[config.mk]
export PLATFORM = sky130hd
export DESIGN_NAME = rob_retire_flat
export DESIGN_NICKNAME = d
export VERILOG_FILES = /design/src/rtl/rob_retire_if.sv /design/src/rtl/rob_retire.sv /design/src/flat_wrapper.sv
export SDC_FILE = /design/constraint.sdc
export NUM_CORES = 1
export LEC_CHECK = 0
export CAP_MARGIN = 20
export CORE_MARGIN = 10
export CORE_UTILIZATION = 50
export DETAILED_ROUTE_END_ITERATION = 6
export GPL_ROUTABILITY_DRIVEN = 0
export PLACE_DENSITY = 0.67
export SLEW_MARGIN = 30
export SYNTH_ARGS = -nofsm -noshare
export SYNTH_HDL_FRONTEND = slang
export SYNTH_SLANG_ARGS = --single-unit
[constraint.sdc]
create_clock -name clk -period 13.55 [get_ports clk]
set_clock_uncertainty 0.1 [all_clocks]
set_input_delay 1.355 -clock clk [delete_from_list [all_inputs] [get_ports clk]]
set_output_delay 1.355 -clock clk [all_outputs]
set_load 0.1 [all_outputs]
[src/rtl/rob_retire_if.sv]
// Dispatch/completion/retire bundle for the reorder buffer.
// master: dispatch + FUs drive alloc/cmp; slave: the ROB drives status and retire.
interface rob_retire_if #(
  parameter int IDX_W      = 4,
  parameter int PREG_WIDTH = 6,
  parameter int AREG_WIDTH = 5,
  parameter int NUM_CMP    = 3
);
  logic                     alloc_valid;
  logic                     alloc_reg_write;
  logic [AREG_WIDTH-1:0]    alloc_arch_rd;
  logic [PREG_WIDTH-1:0]    alloc_rd_new;
  logic [PREG_WIDTH-1:0]    alloc_rd_old;
  logic                     alloc_ready;
  logic [IDX_W-1:0]         alloc_idx;
  logic [NUM_CMP-1:0]       cmp_valid;
  logic [NUM_CMP*IDX_W-1:0] cmp_idx;
  logic                     retire_valid;
  logic [IDX_W-1:0]         retire_idx;
  logic                     push_free_reg;
  logic [PREG_WIDTH-1:0]    freed_reg;
  logic [IDX_W:0]           count;
  logic                     full;
  logic                     empty;

  modport master (
    output alloc_valid, alloc_reg_write, alloc_arch_rd,
    output alloc_rd_new, alloc_rd_old, cmp_valid, cmp_idx,
    input  alloc_ready, alloc_idx, retire_valid, retire_idx,
    input  push_free_reg, freed_reg, count, full, empty
  );

  modport slave (
    input  alloc_valid, alloc_reg_write, alloc_arch_rd,
    input  alloc_rd_new, alloc_rd_old, cmp_valid, cmp_idx,
    output alloc_ready, alloc_idx, retire_valid, retire_idx,
    output push_free_reg, freed_reg, count, full, empty
  );
endinterface

[src/rtl/rob_retire.sv]
// In-order ROB: allocates at tail, completes by index, retires one per cycle.
// Ports: clk, rst (async, active-high), rob (slave side of rob_retire_if).
module rob_retire #(
  parameter int DEPTH      = 16,
  parameter int IDX_W      = 4,
  parameter int PREG_WIDTH = 6,
  parameter int AREG_WIDTH = 5,
  parameter int NUM_CMP    = 3
) (
  input logic        clk,
  input logic        rst,
  rob_retire_if.slave rob
);

  typedef struct packed {
    logic                  valid;
    logic                  complete;
    logic                  reg_write;
    logic [AREG_WIDTH-1:0] arch_rd;
    logic [PREG_WIDTH-1:0] rd_new;
    logic [PREG_WIDTH-1:0] rd_old;
  } entry_t;

  entry_t                ent_q [DEPTH];
  logic [IDX_W-1:0]      head_q;
  logic [IDX_W-1:0]      tail_q;
  logic [IDX_W:0]        count_q;
  logic                  retire_valid_q;
  logic [IDX_W-1:0]      retire_idx_q;
  logic                  push_q;
  logic [PREG_WIDTH-1:0] freed_q;

  entry_t           head_ent;
  logic             full;
  logic             do_alloc;
  logic             do_retire;
  logic [IDX_W-1:0] cmp_slot [NUM_CMP];

  assign head_ent  = ent_q[head_q];
  assign full      = (count_q == (IDX_W+1)'(DEPTH));
  assign do_alloc  = rob.alloc_valid && !full;
  assign do_retire = head_ent.valid && head_ent.complete;

  always_comb begin
    for (int k = 0; k < NUM_CMP; k++) begin
      cmp_slot[k] = rob.cmp_idx[k*IDX_W +: IDX_W];
    end
  end

  assign rob.alloc_ready   = !full;
  assign rob.alloc_idx     = tail_q;
  assign rob.count         = count_q;
  assign rob.full          = full;
  assign rob.empty         = (count_q == '0);
  assign rob.retire_valid  = retire_valid_q;
  assign rob.retire_idx    = retire_idx_q;
  assign rob.push_free_reg = push_q;
  assign rob.freed_reg     = freed_q;

  always_ff @(posedge clk or posedge rst) begin
    if (rst) begin
      for (int i = 0; i < DEPTH; i++) begin
        ent_q[i] <= '0;
      end
      head_q         <= '0;
      tail_q         <= '0;
      count_q        <= '0;
      retire_valid_q <= 1'b0;
      retire_idx_q   <= '0;
      push_q         <= 1'b0;
      freed_q        <= '0;
    end else begin
      // Duplicate indices simply set the same bit twice.
      for (int k = 0; k < NUM_CMP; k++) begin
        if (rob.cmp_valid[k] && ent_q[cmp_slot[k]].valid) begin
          ent_q[cmp_slot[k]].complete <= 1'b1;
        end
      end

      if (do_retire) begin
        ent_q[head_q].valid <= 1'b0;
        head_q              <= head_q + 1'b1;
      end

      // Written last so a same-cycle completion on tail loses.
      if (do_alloc) begin
        ent_q[tail_q].valid     <= 1'b1;
        ent_q[tail_q].complete  <= 1'b0;
        ent_q[tail_q].reg_write <= rob.alloc_reg_write;
        ent_q[tail_q].arch_rd   <= rob.alloc_arch_rd;
        ent_q[tail_q].rd_new    <= rob.alloc_rd_new;
        ent_q[tail_q].rd_old    <= rob.alloc_rd_old;
        tail_q                  <= tail_q + 1'b1;
      end

      case ({do_alloc, do_retire})
        2'b10:   count_q <= count_q + 1'b1;
        2'b01:   count_q <= count_q - 1'b1;
        default: count_q <= count_q;
      endcase

      retire_valid_q <= do_retire;
      push_q         <= do_retire && head_ent.reg_write;
      if (do_retire) begin
        retire_idx_q <= head_q;
      end
      // x0 is never remapped, so the tag rename popped for it goes back.
      if (do_retire && head_ent.reg_write) begin
        freed_q <= (head_ent.arch_rd == '0) ? head_ent.rd_new
                                            : head_ent.rd_old;
      end
    end
  end

endmodule

[src/flat_wrapper.sv]
// flat-port wrapper written by rule: the top's interface ports become plain ports
module rob_retire_flat 
#(
  parameter int DEPTH      = 16,
  parameter int IDX_W      = 4,
  parameter int PREG_WIDTH = 6,
  parameter int AREG_WIDTH = 5,
  parameter int NUM_CMP    = 3
)
  (clk, rst, rob_alloc_valid, rob_alloc_reg_write, rob_alloc_arch_rd, rob_alloc_rd_new, rob_alloc_rd_old, rob_cmp_valid, rob_cmp_idx, rob_alloc_ready, rob_alloc_idx, rob_retire_valid, rob_retire_idx, rob_push_free_reg, rob_freed_reg, rob_count, rob_full, rob_empty);
  rob_retire_if #(.IDX_W(IDX_W), .PREG_WIDTH(PREG_WIDTH), .AREG_WIDTH(AREG_WIDTH), .NUM_CMP(NUM_CMP)) rob_i ();
  input logic clk;
  input logic rst;
  input wire logic [$bits(rob_i.alloc_valid)-1:0] rob_alloc_valid;
  input wire logic [$bits(rob_i.alloc_reg_write)-1:0] rob_alloc_reg_write;
  input wire logic [$bits(rob_i.alloc_arch_rd)-1:0] rob_alloc_arch_rd;
  input wire logic [$bits(rob_i.alloc_rd_new)-1:0] rob_alloc_rd_new;
  input wire logic [$bits(rob_i.alloc_rd_old)-1:0] rob_alloc_rd_old;
  input wire logic [$bits(rob_i.cmp_valid)-1:0] rob_cmp_valid;
  input wire logic [$bits(rob_i.cmp_idx)-1:0] rob_cmp_idx;
  output wire logic [$bits(rob_i.alloc_ready)-1:0] rob_alloc_ready;
  output wire logic [$bits(rob_i.alloc_idx)-1:0] rob_alloc_idx;
  output wire logic [$bits(rob_i.retire_valid)-1:0] rob_retire_valid;
  output wire logic [$bits(rob_i.retire_idx)-1:0] rob_retire_idx;
  output wire logic [$bits(rob_i.push_free_reg)-1:0] rob_push_free_reg;
  output wire logic [$bits(rob_i.freed_reg)-1:0] rob_freed_reg;
  output wire logic [$bits(rob_i.count)-1:0] rob_count;
  output wire logic [$bits(rob_i.full)-1:0] rob_full;
  output wire logic [$bits(rob_i.empty)-1:0] rob_empty;
  assign rob_i.alloc_valid = rob_alloc_valid;
  assign rob_i.alloc_reg_write = rob_alloc_reg_write;
  assign rob_i.alloc_arch_rd = rob_alloc_arch_rd;
  assign rob_i.alloc_rd_new = rob_alloc_rd_new;
  assign rob_i.alloc_rd_old = rob_alloc_rd_old;
  assign rob_i.cmp_valid = rob_cmp_valid;
  assign rob_i.cmp_idx = rob_cmp_idx;
  assign rob_alloc_ready = rob_i.alloc_ready;
  assign rob_alloc_idx = rob_i.alloc_idx;
  assign rob_retire_valid = rob_i.retire_valid;
  assign rob_retire_idx = rob_i.retire_idx;
  assign rob_push_free_reg = rob_i.push_free_reg;
  assign rob_freed_reg = rob_i.freed_reg;
  assign rob_count = rob_i.count;
  assign rob_full = rob_i.full;
  assign rob_empty = rob_i.empty;
  rob_retire #(.DEPTH(DEPTH), .IDX_W(IDX_W), .PREG_WIDTH(PREG_WIDTH), .AREG_WIDTH(AREG_WIDTH), .NUM_CMP(NUM_CMP)) u_core (.clk(clk), .rst(rst), .rob(rob_i));
endmodule
# Word-level counts from Yosys, hierarchy flattened
# Cells that the tools add are included.
[op_classes]
magnitude_cmp = 10
add_sub_neg = 4
n_reduce_logical = 15
muxes = 49
eq_ne = 3
n_bitwise = 5
[ops]
columns = ["operator", "n"]
rows = [
  ["$bwmux 320", 10],
  ["$mux 320", 5],
  ["$demux 20 s4", 10],
  ["$bmux 20 s4", 4],
  ["$mux 20", 10],
  ["$mux 19", 4],
  ["$ge 5x5->1 const B", 5],
  ["$lt 5x1->1 const B", 5],
  ["$not 4->5", 5],
  ["$mux 18", 1],
  ["$mux 17", 1],
  ["$mux 12", 1],
  ["$mux 6", 2],
  ["$logic_and 1x1->1", 11],
  ["$logic_not 5->1", 2],
  ["$pmux 5 s2", 1],
  ["$add 4x1->4 const B", 2],
  ["$add 5x1->5 const B", 1],
  ["$eq 5x5->1 const B", 1],
  ["$sub 5x1->5 const B", 1],
  ["$eq 2x1->1 const B", 1],
  ["$eq 2x2->1 const B", 1],
  ["$reduce_bool 2->1", 1],
  ["$logic_not 1->1", 1],
]
[word_totals]
out_inout_bits = 24
in_bits = 36
ff_bits = 345

# Longest topological paths before layout
[depth]
ltp_word = 20
depth_mapped = 15
mapped_depth_nobuf = 13

# Least setup slack after synthesis
# No wires, ideal clock.
[synth_timing]
path_kind = "flip-flop to output port"
from = "register u_core.count_q[1] (netlist: u_core.rob.count[1])"
to = "output rob_full"
arrival_ns = 2.920
path_stages_with_launch = 5
t_required_ns = 12.095
n_path_buf = 1
setup_slack_ns = 9.175
path_cell_list = "dfrtp_1 clkbuf_1 nor4_1 nand2_1 inv_1"
[synth_between]
elab_chain_len = 1
[synth_rtl]
columns = ["element", "line", "source"]
rows = [
  ["start: declaration", "rob_retire.sv:27", "logic [IDX_W:0] count_q;"],
  ["start signal: assignment", "rob_retire.sv:97", "2'b10: count_q <= count_q + 1'b1;"],
  ["start signal: assignment", "rob_retire.sv:98", "2'b01: count_q <= count_q - 1'b1;"],
  ["start signal: assignment", "rob_retire.sv:99", "default: count_q <= count_q;"],
  ["$eq 5x5->1", "rob_retire.sv:40", "assign full = (count_q == (IDX_W+1)'(DEPTH));"],
  ["end: declaration", "flat_wrapper.sv:28", "output wire logic [$bits(rob_i.full)-1:0] rob_full;"],
]
# No other way between the ends.

==> results.md <==
* Max clock buf depth at 3
* Net Count, Synth at between 1000 and 1500
* DRC errors left at 0
* Hold_buf cts at 0
* Initial antenna violation count at 0
* Final core occ at 57.5%
* Fin. max-slew vios at 0
* GR peak layer: met2
* Pin count of the biggest net entering global routing at 84
* Ys Warns at 0
* First DRT Iteration DRCs at 687
* Critical Path Source Type: primary input
* Core area at ~32000 um2
* Vias at 9723
* Setup Crit Path Kind: primary input to asynchronous set/reset pin
* Global-route wire length before repair at roughly 60000 um
* Total clock sinks at 345
* Root buffer cell: clkbuf_16
* Final instance area at ~18000 um2
* RSZ-0062 raised after global routing: no
* Final Hold Vio Count at 0
* Chip height at about 200 um
* # resized after CTS at 0
* Share of the synthesized area in the top cell type at between 50% and 60%
* Fin crit share at a little under a third
* DIE AREA at 39600 um2
* Most common cell in the netlist: dfrtp_1
* Primary FF master, synth: dfrtp_1
* Layout area overhead at 13.4%
* Max_slew headroom at between 30% and 40%
* Share of synthesized registers carrying an async set or reset at 100%
* Die Width at slightly below 200 um
* Synth cell count leaders: dfrtp_1 (345), mux2_2 (271), nand2_1 (103)
* Max Cap Viol at 0
* Min cycle time layout at between 4 and 5 ns
* Pwr dens at approximately 270 nW/um2
* LEAKAGE at 7.93 nW
* Critical Path Fanout Max at 83
* Fin nets at 1226
* Post-synthesis cell area at roughly 16000 um2
* PortBufs at around 60
* Max H-tree Level at 2
* Fill count at 2527
* Status: finished, final reports clean
* Worst setup EP type: asynchronous set/reset pin
* GR Util met1 at 26.8%
* Row cnt at between 60 and 70
* Initial Utilization at between 50% and 60%
* CTS tree: yes
* Worst Path Required at roughly 14 ns
* GRT overflow at 0
* Crit path arrival time at around 4.6 ns
* Area leader, netlist: dfrtp_1
* Total iterations of the first detailed-routing run at 5
* Highest clock rate at 234 MHz
* Max reg flops at 320
* Post-synth EDFFs at 0
* GR Layer Usage met2 at around a third
* Post-synthesis sequential area ratio at between 50 and 60%
* N_diodes at 0
* Worst vdd ir at between 0.15 and 0.2 mV
* Grt met3 use at under 10%
* FF+latch count, synth at about 350
* Post-CTS setup buffer count at 0
* Reg clk slew, reported paths at around 0.060 ns
* WL final at between 30000 and 40000 um
* DR vias/cell at approximately 6
* Avg WL per Cell at around 24 um
* R2R cell count at 12
* Worst hold path type: register to register
* Final setup violating endpoints at 0
* Clk Latency, worst-skew pair at 0.52 ns
* Setup TNS at 0 ns
* Top cells by area, synth: dfrtp_1 (54%), mux2_2 (19%), mux4_2 (10%), nand2_1 (2.4%), mux4_1 (1.6%)
* Final ANT Viol Nets at 0
* Mapped Cells at ~1100
* Share of cells above drive strength 1 at roughly 36%
* Num CTS Buffers at 37
* Total global-route track usage at 19.5%
* Syn_area_per_cell at 14.0 um2
* Design Power at roughly 4.8 mW
* Vias in the first global route at roughly 10000
* Count of cell types in the netlist at between 40 and 50
* Min-Delay Path Depth at 2
* Worst-Margin Slew at around 1.0 ns
* DP Area at 16900 um2
* DP HPWL at around 23000 um
* # IOs at 60
[per-stage QoR]
step / cells / hold WS, ns / setup WS [ns]
after floorplan: 1143 / 0.338 / 2.53
after global placement: 1542 / 0.356 / 8.29
after detailed placement: 1542 / 0.362 / 8.57
after CTS: 1607 / 0.377 / 9.09
after global routing: 1607 / 0.406 / 8.74
final: 1607 / 0.375 / 9.28
[cell type report]
cell class	instances	area, um2	area share (%)
Sequential cell	345	8640	47.6
Timing Repair Buffer	84	786	4.33
Tap cell	402	503	2.77
Inverter	21	86.3	0.476
Clock inverter	11	159	0.876
Multi-Input combinational cell	690	6860	37.8
Clock buffer	54	1100	6.08
[report_power, final]
part / internal [mW] / switching, mW / leakage, nW
registers: 1.54 / 0.315 / 4.22
clock network: 0.640 / 0.405 / 0.625
logic: 0.972 / 0.980 / 3.08
[cell usage in the layout, fill, tap and decap left out, types with 5 or more instances in the layout]
master,Yosys,final
o31a_1,12,12
nor4b_1,8,8
mux2_2,271,271
nor3_1,13,12
dfrtp_1,345,343
a31oi_1,6,6
xor2_1,5,5
nor4_1,9,9
mux4_1,10,10
mux2i_1,7,7
clkbuf_8,2,7
nand3_1,16,16
nand4_1,8,8
xnor2_1,7,7
mux4_2,71,71
nand2_1,103,103
clkbuf_16,0,39
clkbuf_1,39,8
inv_1,21,20
a21oi_1,12,12
clkdlybuf4s50_1,0,59
clkinv_2,0,6
a221oi_1,8,8
o32ai_1,6,6
nor2_1,44,44
buf_4,4,23
ha_1,11,11
o22ai_1,6,6
o21ai_0,9,9
nand3b_1,6,6
o21ai_1,12,12
[cells by family after synthesis]
logic type | count (synthesis) | share of synthesized area [%]
flip-flops | 345 | 54.0
AND/OR/NAND/NOR | 231 | 6.96
XOR/XNOR | 12 | 0.657
multiplexers | 359 | 31.1
adder cells (fa/ha/maj) | 11 | 0.860
buffers and inverters | 108 | 3.18
AO/OA/AOI/OAI | 77 | 3.23
[critical path, cell delays in order]
cell,delay [ns]
clkdlybuf4s50_1,0.49
inv_8,0.43
buf_4,0.74
buf_6,0.65
buf_4,0.79
[layer usage]
layer,vias to the layer above,wire (um)
met5,-,0
met4,0,773
met3,62,1750
met2,226,18500
met1,5163,16800
li1,4272,-
[final timing paths]
| path | from | endpoint | slack [ns] |
|---|---|---|---|
| max in group clk | u_core.rob.count[1] | rob_full | 9.32 |
| min reg2reg | u_core.ent_q[248] | u_core.ent_q[248] | 0.37 |
| min | u_core.ent_q[248] | u_core.ent_q[248] | 0.37 |
| max | rst | u_core.head_q[0] | 9.28 |
| max reg2reg | u_core.head_q[1] | u_core.rob.count[4] | 9.72 |
| min in group asynchronous | rst | u_core.ent_q[134] | 1.21 |
Note: power is estimated with default switching activity, not from simulation.
